==> config.mk <==
export PLATFORM = sky130hd
export DESIGN_NAME = uart_cmd_parser
export DESIGN_NICKNAME = d
export VERILOG_FILES = /design/src/rtl/uart_cmd_parser_pkg.sv /design/src/rtl/uart_timeout_timer.sv /design/src/rtl/uart_cmd_parser.sv
export SDC_FILE = /design/constraint.sdc
export NUM_CORES = 1
export LEC_CHECK = 0
export BUFFER_PORTS_ARGS = -buffer_cell sky130_fd_sc_hd__buf_4
export CORE_UTILIZATION = 39
export DETAILED_ROUTE_END_ITERATION = 10
export PLACE_DENSITY_LB_ADDON = 0.08
export SLEW_MARGIN = 15
export SYNTH_ARGS = -nofsm -noshare
export SYNTH_HDL_FRONTEND = slang
export SYNTH_SLANG_ARGS = --single-unit
==> constraint.sdc <==
create_clock -name clk_i -period 2.7 [get_ports clk_i]
set_input_delay 0.54 -clock clk_i [delete_from_list [all_inputs] [get_ports clk_i]]
set_output_delay 0.54 -clock clk_i [all_outputs]
set_load 0.005 [all_outputs]
==> src/rtl/uart_cmd_parser_pkg.sv <==
// uart_cmd_parser_pkg: shared constants for the UART command framer.
// Latency: n/a (constants and one pure function).
// Backpressure: n/a.
// Contents: default sync byte, opcodes, 3-bit FSM encodings, frame length,
// and the frame checksum helper.
package uart_cmd_parser_pkg;

  localparam logic [7:0] DEF_SYNC_BYTE = 8'hA5;
  localparam logic [3:0] DEF_OP_WRITE  = 4'h1;
  localparam logic [3:0] DEF_OP_CONV   = 4'h2;

  // SYNC, CMD, DHI, DLO, CHK
  localparam int FRAME_LEN = 5;

  localparam logic [2:0] IDLE  = 3'd0;
  localparam logic [2:0] S_CMD = 3'd1;
  localparam logic [2:0] S_DHI = 3'd2;
  localparam logic [2:0] S_DLO = 3'd3;
  localparam logic [2:0] S_CHK = 3'd4;

  // Checksum carried in the last byte of a frame.
  function automatic logic [7:0] frame_chk(input logic [7:0] cmd,
                                           input logic [7:0] dhi,
                                           input logic [7:0] dlo);
    return cmd ^ dhi ^ dlo;
  endfunction

endpackage

==> src/rtl/uart_timeout_timer.sv <==
// uart_timeout_timer: saturating 16-bit idle counter with an expire pulse.
// Latency: expire_o is combinational, high in the cycle whose edge would bring
//   the count to TIMEOUT_CYCLES-1. Backpressure: none.
// Ports: clk_i, reset_i (async, active-high); clr_i zeroes the count and
//   suppresses expiry; run_i enables counting; expire_o is the timeout pulse.
module uart_timeout_timer #(
  parameter logic [15:0] TIMEOUT_CYCLES = 16'd6380
) (
  input  logic clk_i,
  input  logic reset_i,
  input  logic clr_i,
  input  logic run_i,
  output logic expire_o
);

  logic [15:0] cnt;

  always_ff @(posedge clk_i or posedge reset_i) begin
    if (reset_i) begin
      cnt <= '0;
    end else if (clr_i) begin
      cnt <= '0;
    end else if (run_i && (cnt != 16'hFFFF)) begin
      cnt <= cnt + 16'd1;
    end
  end

  // Fires once on the way to TIMEOUT_CYCLES-1; the count then moves past the
  // compare value (or saturates), so a caller that keeps run_i high sees no
  // second pulse. A clear in the same cycle always wins.
  assign expire_o = run_i && !clr_i && (cnt == (TIMEOUT_CYCLES - 16'd2));

endmodule

==> src/rtl/uart_cmd_parser.sv <==
// uart_cmd_parser: frames UART bytes (SYNC CMD DHI DLO CHK) into register
//   writes / conversion starts. Latency: result pulses 1 cycle after CHK byte.
//   Backpressure: none; the receiver cannot stall, bytes are never refused.
// Ports: clk_i, reset_i (async, active-high); en_i; rx_data_i/rx_valid_i byte
//   strobe in; reg_we_o/reg_addr_o/reg_data_o write port; conv_start_o;
//   err_chk_o/err_cmd_o/err_timeout_o error pulses; busy_o frame in progress.
module uart_cmd_parser
  import uart_cmd_parser_pkg::*;
#(
  parameter logic [7:0]  SYNC_BYTE      = DEF_SYNC_BYTE,
  parameter logic [15:0] TIMEOUT_CYCLES = 16'd6380,
  parameter logic [3:0]  OP_WRITE       = DEF_OP_WRITE,
  parameter logic [3:0]  OP_CONV        = DEF_OP_CONV
) (
  input  logic        clk_i,
  input  logic        reset_i,
  input  logic        en_i,
  input  logic [7:0]  rx_data_i,
  input  logic        rx_valid_i,
  output logic        reg_we_o,
  output logic [3:0]  reg_addr_o,
  output logic [15:0] reg_data_o,
  output logic        conv_start_o,
  output logic        err_chk_o,
  output logic        err_cmd_o,
  output logic        err_timeout_o,
  output logic        busy_o
);

  logic [2:0] state;
  logic [7:0] cmd_q;
  logic [7:0] dhi_q;
  logic [7:0] dlo_q;
  logic       byte_acc;
  logic       tmo_expire;

  assign byte_acc = rx_valid_i && en_i;
  assign busy_o   = (state != IDLE);

  uart_timeout_timer #(
    .TIMEOUT_CYCLES(TIMEOUT_CYCLES)
  ) u_timer (
    .clk_i   (clk_i),
    .reset_i (reset_i),
    .clr_i   (byte_acc),
    .run_i   (busy_o),
    .expire_o(tmo_expire)
  );

  always_ff @(posedge clk_i or posedge reset_i) begin
    if (reset_i) begin
      state         <= IDLE;
      cmd_q         <= '0;
      dhi_q         <= '0;
      dlo_q         <= '0;
      reg_we_o      <= 1'b0;
      reg_addr_o    <= '0;
      reg_data_o    <= '0;
      conv_start_o  <= 1'b0;
      err_chk_o     <= 1'b0;
      err_cmd_o     <= 1'b0;
      err_timeout_o <= 1'b0;
    end else begin
      // All result outputs are single-cycle pulses.
      reg_we_o      <= 1'b0;
      conv_start_o  <= 1'b0;
      err_chk_o     <= 1'b0;
      err_cmd_o     <= 1'b0;
      err_timeout_o <= 1'b0;

      if (!en_i) begin
        // Silent abort: no error pulse for a frame dropped by disable.
        state <= IDLE;
      end else if (rx_valid_i) begin
        // An accepted byte takes priority over a timeout due this cycle.
        case (state)
          IDLE: begin
            if (rx_data_i == SYNC_BYTE) state <= S_CMD;
          end
          S_CMD: begin
            cmd_q <= rx_data_i;
            state <= S_DHI;
          end
          S_DHI: begin
            dhi_q <= rx_data_i;
            state <= S_DLO;
          end
          S_DLO: begin
            dlo_q <= rx_data_i;
            state <= S_CHK;
          end
          S_CHK: begin
            state <= IDLE;
            if (rx_data_i != frame_chk(cmd_q, dhi_q, dlo_q)) begin
              err_chk_o <= 1'b1;
            end else if (cmd_q[7:4] == OP_WRITE) begin
              reg_we_o   <= 1'b1;
              reg_addr_o <= cmd_q[3:0];
              reg_data_o <= {dhi_q, dlo_q};
            end else if (cmd_q[7:4] == OP_CONV) begin
              conv_start_o <= 1'b1;
            end else begin
              err_cmd_o <= 1'b1;
            end
          end
          default: state <= IDLE;
        endcase
      end else if (tmo_expire) begin
        // Partial frame discarded; latched bytes are overwritten next frame.
        state         <= IDLE;
        err_timeout_o <= 1'b1;
      end
    end
  end

endmodule
==> summary.md, run 1 <==
| Metric | Value |
|---|---|
| Status | `finished, final reports clean` |
| Multi-input gate area | `0.00145 sq mm` |
| Die width | `93.2 um` |
| Synth Register Bits | `68` |
| Die Area | `0.00868 sq mm` |
| GRT Total Usage | `15.8%` |
| Net count after synthesis | `267` |
| Via count | `1998` |
| Num Clock Sinks | `68` |
| Skew-Pair Late Insertion Delay | `330 ps` |
| ANT cells | `0` |
| Worst path required time | `2920 ps` |
| HPWL after DPL | `4280 um` |
| RSZ-0062 raised after global routing | `no` |
| Final Cycle Share | `83.8%` |
| Initial DRT Pass Iterations | `4` |
| Netlist Area Pre-Place | `0.00324 sq mm` |
| Max Fclk | `442 MHz` |
| Drt drc | `0` |
| Root buffer cell | `clkbuf_8` |
| # port buffers | `37` |
| Post-CTS Hold Fix Bufs | `0` |
| Worst EP arrival | `2480 ps` |
| Setup violations, final | `0` |
| Static leakage | `1.88 nW` |
| Register area share after synthesis | `52.5%` |
| Resize count post-CTS | `0` |
| IO Pins | `38` |
| Nature of the critical path endpoint | `register` |
| Nets | `309` |
| Final-report max-slew violation count | `0` |
| Row cnt | `32` |
| PwrDens | `563 mW/mm^2` |
| Storage cell area | `0.00170 sq mm` |
| Crit path max fanout | `20` |
| Worst Setup Start Kind | `register` |
| Max-Cap Viols | `0` |
| Total CTS buffers | `9` |
| Worst min path class | `in -> async` |
| Synth Flop Type | `dfrtp_1` |
| Initial drt markers | `65` |
| H-tree levels | `3` |
| Vias/cell | `4.97` |
| Slew @ Worst Pin | `562 ps` |
| Commonest non-fill, non-tap cell in the layout | `dfrtp_1` |
| Synth cell types | `41` |
| Clock buffer depth | `2` |
| Overall power after layout | `2.13 mW` |
| Core area | `0.00789 sq mm` |
| Clock transition at path regs | `70 ps` |
| Syn avg cell area | `12.8 sq um` |
| Initial antenna violation count | `0` |
| Fillers | `710` |
| Setup TNS | `0 ps` |
| Ys Warns | `0` |
| Largest net degree at the start of global routing | `69` |
| Post-CTS Setup Inserts | `0` |
| TritonCTS clock tree | `done` |
| Routed Antenna Nets | `0` |
| Worst rel slew slack | `62.6%` |
| Final RePlAce weighted congestion | `0.788` |
| Initial Util | `41.1%` |
| Final hold viol count | `0` |
| Synth async-reset ratio | `100%` |
| Share of layout cells above drive strength 1 | `34.3%` |
| Die H | `93.2 um` |
| EDFF count, synth | `0` |
| Tmin final | `2260 ps` |
| Routed wire length | `6250 um` |
| Mapped Cells | `253` |
| Max IR drop VDD | `225 uV` |
| Layout area overhead | `16.5%` |
| Global-route wire length before repair | `10200 um` |
| GRT overflow | `0` |
| Wire per inst | `15.5 um` |
| Setup Skew | `11.1 ps` |
| Most frequent cells in the layout | `dfrtp_1, buf_4, mux2_2, nor2_1` |
| Number of global-route vias before repair | `1959` |
| Setup CP Type | `reg -> reg` |
==> worst paths after layout <==
| path | startpoint | endpoint | slack [ps] | cells past startpoint |
|---|---|---|---|---|
| max in group asynchronous | reset_i | u_timer.cnt[12]$_DFFE_PP0P_ | 2120 | 3 |
| min in group clk_i | en_i | state[0]$_DFFE_PP0P_ | 460 | 2 |
| min | reset_i | reg_data_o[4]$_DFFE_PP0P_ | 280 | 3 |
| min reg2reg | reg_data_o[8]$_DFFE_PP0P_ | reg_data_o[8]$_DFFE_PP0P_ | 510 | 1 |
| max reg2reg | cmd_q[6]$_DFFE_PP0P_ | reg_data_o[4]$_DFFE_PP0P_ | 440 | 5 |
| max | cmd_q[6]$_DFFE_PP0P_ | reg_data_o[4]$_DFFE_PP0P_ | 440 | 5 |
==> critical path, cell delays in order (launching register included) <==
cell	delay [ps]
dfrtp_1	460
xor2_1	200
xnor2_1	150
nor4_2	400
and4_4	580
mux2_4	340
==> Yosys cell counts (5+ instances only) <==
master | n | area (sq um)
mux2_2 | 24 | 270
nor4_1 | 5 | 31.3
nor2_1 | 21 | 78.8
xnor2_1 | 17 | 149
nand3_1 | 5 | 25.0
dfrtp_1 | 68 | 1700
nand2_1 | 7 | 26.3
xor2_1 | 20 | 175
o211ai_1 | 6 | 45.0
and2_1 | 6 | 37.5
mux2_4 | 20 | 300
clkbuf_1 | 5 | 18.8
==> metrics by stage <==
| stage | worst slack (ps) | utilization, % | instances | area (sq um) | hold slack (ps) |
|---|---|---|---|---|---|
| finish | 437 | 47.9 | 402 | 3780 | 283 |
| detailed placement | 225 | 45.9 | 386 | 3620 | 500 |
| global route | 323 | 47.9 | 402 | 3780 | 294 |
| CTS | 422 | 47.9 | 402 | 3780 | 287 |
| floorplan | 448 | - | 253 | 3240 | 506 |
| global placement | 284 | 45.9 | 386 | 3620 | 500 |
==> final cells by class <==
class,instances,share of cell area (%)
Multi-Input combinational cell,171,38.5
Inverter,4,0.397
Clock inverter,5,0.762
Timing Repair Buffer,41,8.48
Tap cell,102,3.38
Sequential cell,68,45.0
Clock buffer,11,3.48
==> logic make-up (layout without fill, tap and decap cells) <==
kind of cell	after synthesis	in the layout	synth area share, %
simple gates	69	69	12.0
mux	45	45	17.9
buf+inv	14	61	2.74
flops	68	68	52.5
xor+xnor	37	37	9.99
compound gates	18	18	4.17
fa+ha+maj	2	2	0.771
==> where the power goes <==
group / switching [mW] / internal (mW) / total (mW) / leakage, nW
logic: 0.137 / 0.150 / 0.287 / 0.842
clock network: 0.371 / 0.329 / 0.700 / 0.0868
registers: 0.0642 / 1.08 / 1.14 / 0.947
total: 0.572 / 1.56 / 2.13 / 1.88
==> per-layer routing <==
| layer | vias to the layer above | share of wire (%) | wire (um) | global-route usage, % |
|---|---|---|---|---|
| met2 | 27 | 47 | 2960 | 24.9 |
| met4 | 0 | 0.88 | 55 | 5.00 |
| met3 | 4 | 2.6 | 163 | 4.80 |
| li1 | 978 | - | - | - |
| met1 | 989 | 49 | 3070 | 20.7 |
| met5 | - | 0 | 0 | 0 |
==> state kept, by name (all words and copies together), names as in the netlist <==
name	count
cmd_q	8
err_chk_o	1
state	3
u_timer.cnt	16
conv_start_o	1
dlo_q	8
dhi_q	8
reg_we_o	1
reg_data_o	16
err_cmd_o	1
err_timeout_o	1
reg_addr_o	4
(Power assumes the default switching activity.)
==> run 2, diff against run 1 <==
- clock period: 2.7 -> 2.2 ns (I/O delays scaled with it)
==> summary.md, run 2 (same netlist as run 1, synthesis figures left out) <==
| Metric | Value |
|---|---|
| Status | `finished, final reports clean` |
| Share of layout cells above drive strength 1 | `35.9% (+1.6 points)` |
| H-tree levels | `3 (unchanged)` |
| Overall power after layout | `2.61 mW (+23%)` |
| Commonest non-fill, non-tap cell in the layout | `dfrtp_1` |
| Final Cycle Share | `91.5% (+7.7 points)` |
| Logic pwr share | `14.5% (+1.0 points)` |
| Setup CP Type | `reg -> reg` |
| PwrDens | `675 mW/mm^2 (+20%)` |
| Setup Skew | `4.54 ps (-6.57 ps)` |
| Worst Setup Start Kind | `register` |
| Wire per inst | `15.4 um (-0.67%)` |
| HPWL after DPL | `4380 um (+2.4%)` |
| DP Area | `0.00372 sq mm (+2.8%)` |
| Die width | `93.2 um (unchanged)` |
| Max IR drop VDD | `267 uV (+19%)` |
| Switch Pwr | `0.688 mW (+20%)` |
| Post-CTS Hold Fix Bufs | `0 (unchanged)` |
| Buf/Inv on CP | `2 (+2)` |
| Clock buffer depth | `2 (unchanged)` |
| Vias/cell | `4.84 (-2.7%)` |
| Via count | `1988 (-0.50%)` |
| Initial DRT Pass Iterations | `5 (+1)` |
| Worst path required time | `2420 ps (-500 ps)` |
| Sequential power share | `53.4% (-0.2 points)` |
| Setup violations, final | `0 (unchanged)` |
| Drt drc | `0 (unchanged)` |
| Global-route wire length before repair | `10500 um (+2.4%)` |
| Worst rel slew slack | `73.2% (+11 points)` |
| Initial antenna violation count | `0 (unchanged)` |
| IO Pins | `38 (unchanged)` |
| Final instance area | `0.00387 sq mm (+2.4%)` |
| Final hold viol count | `0 (unchanged)` |
| Worst hold slack | `184 ps (-99.2 ps)` |
| Total CTS buffers | `9 (unchanged)` |
| GRT overflow | `0 (unchanged)` |
| Clock share of power | `32.1% (-0.8 points)` |
| Final-report max-slew violation count | `0 (unchanged)` |
| Layout area overhead | `19.3%` |
| # port buffers | `37 (unchanged)` |
| Worst EP arrival | `2230 ps (-250 ps)` |
| TritonCTS clock tree | `done` |
| Die H | `93.2 um (unchanged)` |
| Worst min path class | `in -> async` |
| Routed Antenna Nets | `0 (unchanged)` |
| Sw frac | `26.3% (-0.54 points)` |
| Skew-Pair Late Insertion Delay | `330 ps (about the same)` |
| Delay-heaviest family, CP | `simple AND/OR/NAND/NOR gates` |
| RSZ-0062 raised after global routing | `no` |
| Tmin final | `2010 ps (-250 ps)` |
| Max Fclk | `497 MHz (+12%)` |
| Critical Path, Cell by Cell | `xor2_1 > xnor2_1 > nor4_1 > buf_4 > and4_4 > buf_12 > mux2_4` |
| Max-Cap Viols | `0 (unchanged)` |
| Die Area | `0.00868 sq mm (unchanged)` |
| Num Clock Sinks | `68 (unchanged)` |
| Pint | `1.92 mW (+24%)` |
| Initial drt markers | `44 (-32%)` |
| Initial Util | `41.1% (unchanged)` |
| GRT Total Usage | `16.1% (+0.28 points)` |
| Resize count post-CTS | `0 (unchanged)` |
| Setup TNS | `0 ps (unchanged)` |
| Clock transition at path regs | `70 ps (about the same)` |
| Worst path max stage delay | `420 ps (-160 ps)` |
| Critical path's slowest cell | `dfrtp_1` |
| Largest regs | `reg_data_o: 16 flops, u_timer.cnt: 16 flops` |
| Static leakage | `1.92 nW (+2.6%)` |
| Number of global-route vias before repair | `2065 (+5.4%)` |
| Nature of the critical path endpoint | `register` |
| Most frequent cells in the layout | `dfrtp_1, buf_4, mux2_2, nor2_1` |
| Place WS | `56.1 ps (-169 ps)` |
| Crit path max fanout | `12 (-40%)` |
| Final RePlAce weighted congestion | `0.762 (-3.4%)` |
| ANT cells | `0 (unchanged)` |
| Root buffer cell | `clkbuf_8` |
| Final worst slack | `187 ps (-250 ps)` |
| Slew @ Worst Pin | `398 ps (-164 ps)` |
| Row cnt | `32 (unchanged)` |
| Routed wire length | `6350 um (+1.6%)` |
| Core area | `0.00789 sq mm (unchanged)` |
| Largest net degree at the start of global routing | `69 (unchanged)` |
| Nets | `319 (+3.2%)` |
| Post-CTS Setup Inserts | `0 (unchanged)` |
[run 2: metrics by stage]
stage	instances	util, %
after global placement	396	47.1
after CTS	411	49.0
after global routing	411	49.0
after floorplan	253	-
after detailed placement	396	47.1
final	411	49.0
[run 2: area by class of cell]
type,count,area (sq um)
Sequential cell,68,1700
Timing Repair Buffer,51,420
Clock inverter,3,15.0
Inverter,4,15.0
Clock buffer,12,135
Multi-Input combinational cell,171,1450
Fill cell,716,4020
Tap cell,102,128
[run 2: power by group through the flow]
stage | sequential, mW | combinational (mW) | clock [mW]
6_report | 1.39 | 0.378 | 0.839
5_1_grt | 1.41 | 0.424 | 0.938
4_1_cts | 1.40 | 0.388 | 0.873
3_5_place_dp | 1.42 | 0.384 | 0
3_3_place_gp | 1.42 | 0.380 | 0
2_1_floorplan | 1.40 | 0.278 | 0
[run 2: worst paths after layout]
path | startpoint | to | slack, ps | cells after the start
setup / recovery | cmd_q[1]$_DFFE_PP0P_ | reg_data_o[15]$_DFFE_PP0P_ | 190 | 7
hold / removal | reset_i | conv_start_o$_DFF_PP0_ | 180 | 3
setup reg to reg | cmd_q[1]$_DFFE_PP0P_ | reg_data_o[15]$_DFFE_PP0P_ | 190 | 7
hold reg to reg | reg_data_o[13]$_DFFE_PP0P_ | reg_data_o[13]$_DFFE_PP0P_ | 510 | 1
max in group asynchronous | reset_i | dlo_q[1]$_DFFE_PP0P_ | 1730 | 3
min in group clk_i | en_i | state[0]$_DFFE_PP0P_ | 360 | 2
[run 2: worst min-delay path: cells and delay by family]
kind                   cells  cell delay [ps]
buffers and inverters      3              480
[run 2: routing by layer]
layer / part of all wire, % / global-route usage [%] / up-vias
li1: - / - / 994
met1: 50 / 21.8 / 952
met2: 45 / 24.2 / 37
met3: 3.4 / 5.37 / 5
met4: 1.0 / 5.00 / 0
met5: 0 / 0 / -
